**config.mk**
```make
export PLATFORM = sky130hd
export DESIGN_NAME = mac_mem_seq
export DESIGN_NICKNAME = d
export VERILOG_FILES = /design/src/rtl/mac_mem_seq.sv
export SDC_FILE = /design/constraint.sdc
export NUM_CORES = 1
export LEC_CHECK = 0
export ABC_AREA = 0
export BUFFER_PORTS_ARGS = -buffer_cell sky130_fd_sc_hd__clkbuf_2
export CAP_MARGIN = 20
export CORE_UTILIZATION = 30
export CTS_CLUSTER_DIAMETER = 80
export DETAILED_ROUTE_END_ITERATION = 8
export PLACE_DENSITY = 0.48
export SLEW_MARGIN = 30
export SYNTH_ARGS = -nofsm -noshare
export SYNTH_HDL_FRONTEND = slang
export SYNTH_SLANG_ARGS = --single-unit
```
**constraint.sdc**
```tcl
create_clock -name clk -period 5.2 [get_ports clk]
set_input_delay 1.3 -clock clk [delete_from_list [all_inputs] [get_ports clk]]
set_output_delay 1.3 -clock clk [all_outputs]
set_load 0.03 [all_outputs]
```
**src/rtl/mac_mem_seq.sv**
```systemverilog
// mac_mem_seq: OBI-style memory sequencer feeding loads to and writing results from the MAC unit.
// Optional MAC_MEM_SEQ_ERR_EN adds data_err_i/err_o and aborts a sequence on an error response.
module mac_mem_seq #(
  parameter int ADDR_WIDTH   = 32,
  parameter int LOAD_WORDS   = 2,
  parameter int WB_WORDS_ACC = 4
) (
  input  logic                  clk,
  input  logic                  rst_n,
  input  logic                  cmd_valid_i,
  input  logic [1:0]            cmd_op_i,
  input  logic [ADDR_WIDTH-1:0] cmd_addr_i,
  input  logic                  accum_mode_i,
  output logic                  cmd_ready_o,
  output logic                  busy_o,
  output logic                  done_o,
  output logic                  data_req_o,
  input  logic                  data_gnt_i,
  input  logic                  data_rvalid_i,
  input  logic [31:0]           data_rdata_i,
`ifdef MAC_MEM_SEQ_ERR_EN
  input  logic                  data_err_i,
  output logic                  err_o,
`endif
  output logic [ADDR_WIDTH-1:0] data_addr_o,
  output logic                  data_we_o,
  output logic [3:0]            data_be_o,
  output logic [31:0]           data_wdata_o,
  output logic [31:0]           mem_rdata_o,
  output logic [31:0]           weight_data_cnt_o,
  output logic [31:0]           active_data_cnt_o,
  output logic [31:0]           wb_data_cnt_o,
  input  logic [31:0]           mem_wdata_i
);
  typedef enum logic [1:0] {IDLE, REQ, WAIT, DONE} state_t;
  state_t                state;
  logic [1:0]            op;
  logic [ADDR_WIDTH-1:0] base;
  logic                  accum;
  logic [31:0]           idx;
  logic [31:0]           total;
  logic                  rsp_err;
`ifdef MAC_MEM_SEQ_ERR_EN
  assign rsp_err = data_err_i;
`else
  assign rsp_err = 1'b0;
`endif
  always_comb total = (op == 2'b11) ? (accum ? 32'(WB_WORDS_ACC) : 32'd1) : 32'(LOAD_WORDS);
  assign cmd_ready_o  = state == IDLE;
  assign busy_o       = state == REQ || state == WAIT;
  assign done_o       = state == DONE;
  assign data_req_o   = state == REQ;
  assign data_we_o    = data_req_o && op == 2'b11;
  assign data_be_o    = data_req_o ? 4'hF : 4'h0;
  assign data_addr_o  = data_req_o ? base + ADDR_WIDTH'({idx, 2'b00}) : '0;
  assign data_wdata_o = data_we_o ? mem_wdata_i : 32'd0;
  always_ff @(posedge clk) begin
    if (!rst_n) begin
      state             <= IDLE;
      op                <= 2'b00;
      base              <= '0;
      accum             <= 1'b0;
      idx               <= 32'd0;
      mem_rdata_o       <= 32'd0;
      weight_data_cnt_o <= 32'd0;
      active_data_cnt_o <= 32'd0;
      wb_data_cnt_o     <= 32'd0;
`ifdef MAC_MEM_SEQ_ERR_EN
      err_o             <= 1'b0;
`endif
    end else begin
      case (state)
        IDLE: if (cmd_valid_i && cmd_op_i != 2'b00) begin
          state <= REQ;
          op    <= cmd_op_i;
          base  <= cmd_addr_i;
          accum <= accum_mode_i;
          idx   <= 32'd0;
          if (cmd_op_i == 2'b01) weight_data_cnt_o <= 32'd0;
          if (cmd_op_i == 2'b10) active_data_cnt_o <= 32'd0;
          if (cmd_op_i == 2'b11) wb_data_cnt_o <= 32'd0;
`ifdef MAC_MEM_SEQ_ERR_EN
          err_o <= 1'b0;
`endif
        end
        REQ: if (data_gnt_i) state <= WAIT;
        WAIT: if (data_rvalid_i) begin
          if (rsp_err) begin
            state <= DONE;
`ifdef MAC_MEM_SEQ_ERR_EN
            err_o <= 1'b1;
`endif
          end else begin
            state <= (idx + 32'd1 < total) ? REQ : DONE;
            idx   <= idx + 32'd1;
            if (op != 2'b11) mem_rdata_o <= data_rdata_i;
            if (op == 2'b01) weight_data_cnt_o <= weight_data_cnt_o + 32'd1;
            if (op == 2'b10) active_data_cnt_o <= active_data_cnt_o + 32'd1;
            if (op == 2'b11) wb_data_cnt_o <= wb_data_cnt_o + 32'd1;
          end
        end
        default: state <= IDLE;
      endcase
    end
  end
endmodule

```
==> flow_summary.ini <==
[drt]
vias = 10708
wl_microns = 33400
drc_errors = 0
drt-vias-per-instance = 4.98
drt_first_pass_iters = 5
drtIter0Drc = 501
drt-wirelength-per-cell_microns = 15.5
postRouteAntennaNets = 0

[cells_and_area]
diodes = 0
final_layout_size_suffix_gt1_share_pct = 22.7
area_delta_synth_final_pct = 22.7
final_nets = 1816

[yosys]
syn-num-nets = 1558
ys_top_cells_by_area = dfxtp_1, nand2_1, xor2_1
synth_top_area_cell = dfxtp_1
syn_area_per_cell_sq_um = 7.88
syn_area_sq_um = 11100
netlist_instances = 1414
synth_top_area_share_pct = 35.4
synth-edff-count = 0
ys_ff_latch = 197
synth_ff_type = dfxtp_1
async_reset_ff_share_pct = 0
seq_area_frac_synth_pct = 35.4
synth_warnings = 0
synth.distinct_cells = 70

[global_routing]
antenna_found_initial = 1
grt_max_degree = 65
grt.overflow.total = 0
grt_pass1_vias = 10165
grt_usage_pct = 17.6
grt_pass1_wl_microns = 53900

[power]
power.leakage_nw = 5.80
power_density_nw_per_um2 = 304
worst_ir_drop_vdd_mv = 0.262

[setup_path]
crit_arrival_ps = 3540
cp-start-kind = flop
critPathMaxFanout = 8
endpoint_kind = primary output
cp.required_ps = 3900
critPathKind = reg2out

[timing]
fin_setup_tns_ps = 0
finalSetupViolations = 0
clock_skew_ps = 9.04
fin_crit_sh_pct = 93.0
rsz0062_at_grt = no
worst_pin_slew_ps = 941
hold_viol_final = 0
timing.fmax_mhz = 207
fin_ws_ps = 365
slew_viol_final = 0
relSlewSlack_pct = 37.2
layout_min_cycle_time_ps = 4840

[placed_design]
dpl.hpwl_microns = 24500
pre_cts_slack_ps = 884
io_buffers = 304
gp_congestion = 0.830

[die]
ios = 305
dieHeight_microns = 195
core_sq_um = 36600
fp-row-count = 70
start_util_pct = 30.4
die_area_sq_um = 37900
die_w_microns = 195

[flow_run]
maxCapViolations = 0

[clock_network]
post_cts_resized = 0
cts_root_buf = clkbuf_16
clk-insertion-delay-late_ps = 450
clk_path_buf_depth = 2
cts.clk_slew.worst_paths_ps = 70
cts_sinks = 197
cts_tree = yes
cts_setup_buffers = 0
hold_buffers = 0
htree_levels = 4
cts_buffers = 17

[outcome]
status = completed

[min_path]
hp-class = reg2reg
==> cell type report <==
cell class / instances / area [sq um]
Fill cell: 3837 / 22900
Multi-Input combinational cell: 1115 / 6820
Sequential cell: 197 / 3940
Timing Repair Buffer: 317 / 1640
Tap cell: 468 / 586
Clock buffer: 18 / 429
Clock inverter: 13 / 164
Inverter: 24 / 90.1
==> report_power, final <==
group	total (W)	switching (W)	internal [W]
Combinational	0.00113	0.000808	0.000320
Clock	0.00138	0.000655	0.000726
Sequential	0.00164	0.0000605	0.00158
Total	0.00415	0.00152	0.00263
==> layer usage <==
metal | global-route usage [%] | part of all wire (%) | up-vias
li1 | - | - | 5428
met1 | 22.9 | 47 | 4971
met2 | 28.8 | 46 | 280
met3 | 4.23 | 5.8 | 27
met4 | 4.79 | 1.3 | 2
met5 | 0 | 0.033 | -
==> per-stage QoR <==
step                instance area, sq um  std cells  hold WS [ps]  power, W  utilization [%]
global placement                   13000       2120           448   0.00281             35.6
global route                       13700       2152           485   0.00442             37.4
floorplan                          11100       1414           439   0.00244                -
detailed placement                 13000       2120           458   0.00282             35.6
finish                             13700       2152           461   0.00415             37.4
CTS                                13600       2151           466   0.00423             37.2
==> critical path: stages, from the launching register on <==
cell and delay (ps):
dfxtp_1 390, ha_1 240, fa_1 420, a21o_1 200
a311o_1 410, nand3_1 150, a21boi_0 220, o211a_1 370
a21oi_1 260, mux2i_1 210, clkbuf_2 220
==> state kept, by name, indices dropped and copies added, names as in the netlist <==
signal and flops:
accum 1, base 32, weight_data_cnt_o 32, op 2, mem_rdata_o 32, active_data_cnt_o 32, wb_data_cnt_o 32, state 2
idx 32
==> layout by cell type (no fill, tap or decap), types with 9 or more instances in the layout <==
master     count
clkbuf_2     303
nand2_1      226
dfxtp_1      197
nor2_1       143
a21boi_0      75
xor2_1        72
nand3_1       61
o21ai_0       59
and2_1        54
nand4_1       42
a21oi_1       41
xnor2_1       41
ha_1          39
and3_1        36
nor3_1        25
inv_1         24
clkbuf_16     17
nor2b_1       14
nand2b_1      12
a31oi_1       12
nor4_1        12
or3_1         12
buf_4         12
a21o_1        11
mux2i_1       11
o21a_1         9
and4_1         9
==> cells by family after synthesis <==
logic type,after synthesis,synth area share [%]
AO/OA/AOI/OAI,273,16.7
XOR/XNOR,113,8.88
adder cells (fa/ha/maj),40,4.56
buffers and inverters,102,3.67
flip-flops,197,35.4
multiplexers,11,0.988
AND/OR/NAND/NOR,678,29.8
==> final timing paths <==
check	startpoint	endpoint	slack, ps	cells after the start
worst max-delay path	idx[0]$_SDFFE_PN0P_	data_addr_o[30]	360	10
worst min-delay path	base[1]$_SDFFE_PN0P_	base[1]$_SDFFE_PN0P_	460	2
worst max register to register	state[0]$_SDFFE_PN0P_	idx[28]$_SDFFE_PN0P_	2020	9
worst min register to register	base[1]$_SDFFE_PN0P_	base[1]$_SDFFE_PN0P_	460	2
==> cells in the mapped netlist (5+ instances only) <==
| library cell | number |
|---|---|
| xnor2_1 | 41 |
| o211a_1 | 5 |
| a22oi_1 | 8 |
| a21oi_1 | 41 |
| nor4_1 | 12 |
| o211ai_1 | 8 |
| or3_1 | 12 |
| a21boi_0 | 75 |
| and4_1 | 9 |
| nor2b_1 | 14 |
| nand4_1 | 42 |
| nor2_1 | 145 |
| clkbuf_1 | 63 |
| and3_1 | 37 |
| a31oi_1 | 12 |
| ha_1 | 39 |
| mux2i_1 | 11 |
| xor2_1 | 72 |
| nand3_1 | 61 |
| a21o_1 | 11 |
| o21a_1 | 9 |
| and2_1 | 54 |
| buf_2 | 9 |
| dfxtp_1 | 197 |
| a211oi_1 | 5 |
| inv_1 | 24 |
| nor3_1 | 25 |
| a31o_2 | 6 |
| o21ai_0 | 60 |
| nand2_1 | 227 |
| or2_2 | 6 |
| nand2b_1 | 12 |
(Power assumes the default switching activity.)
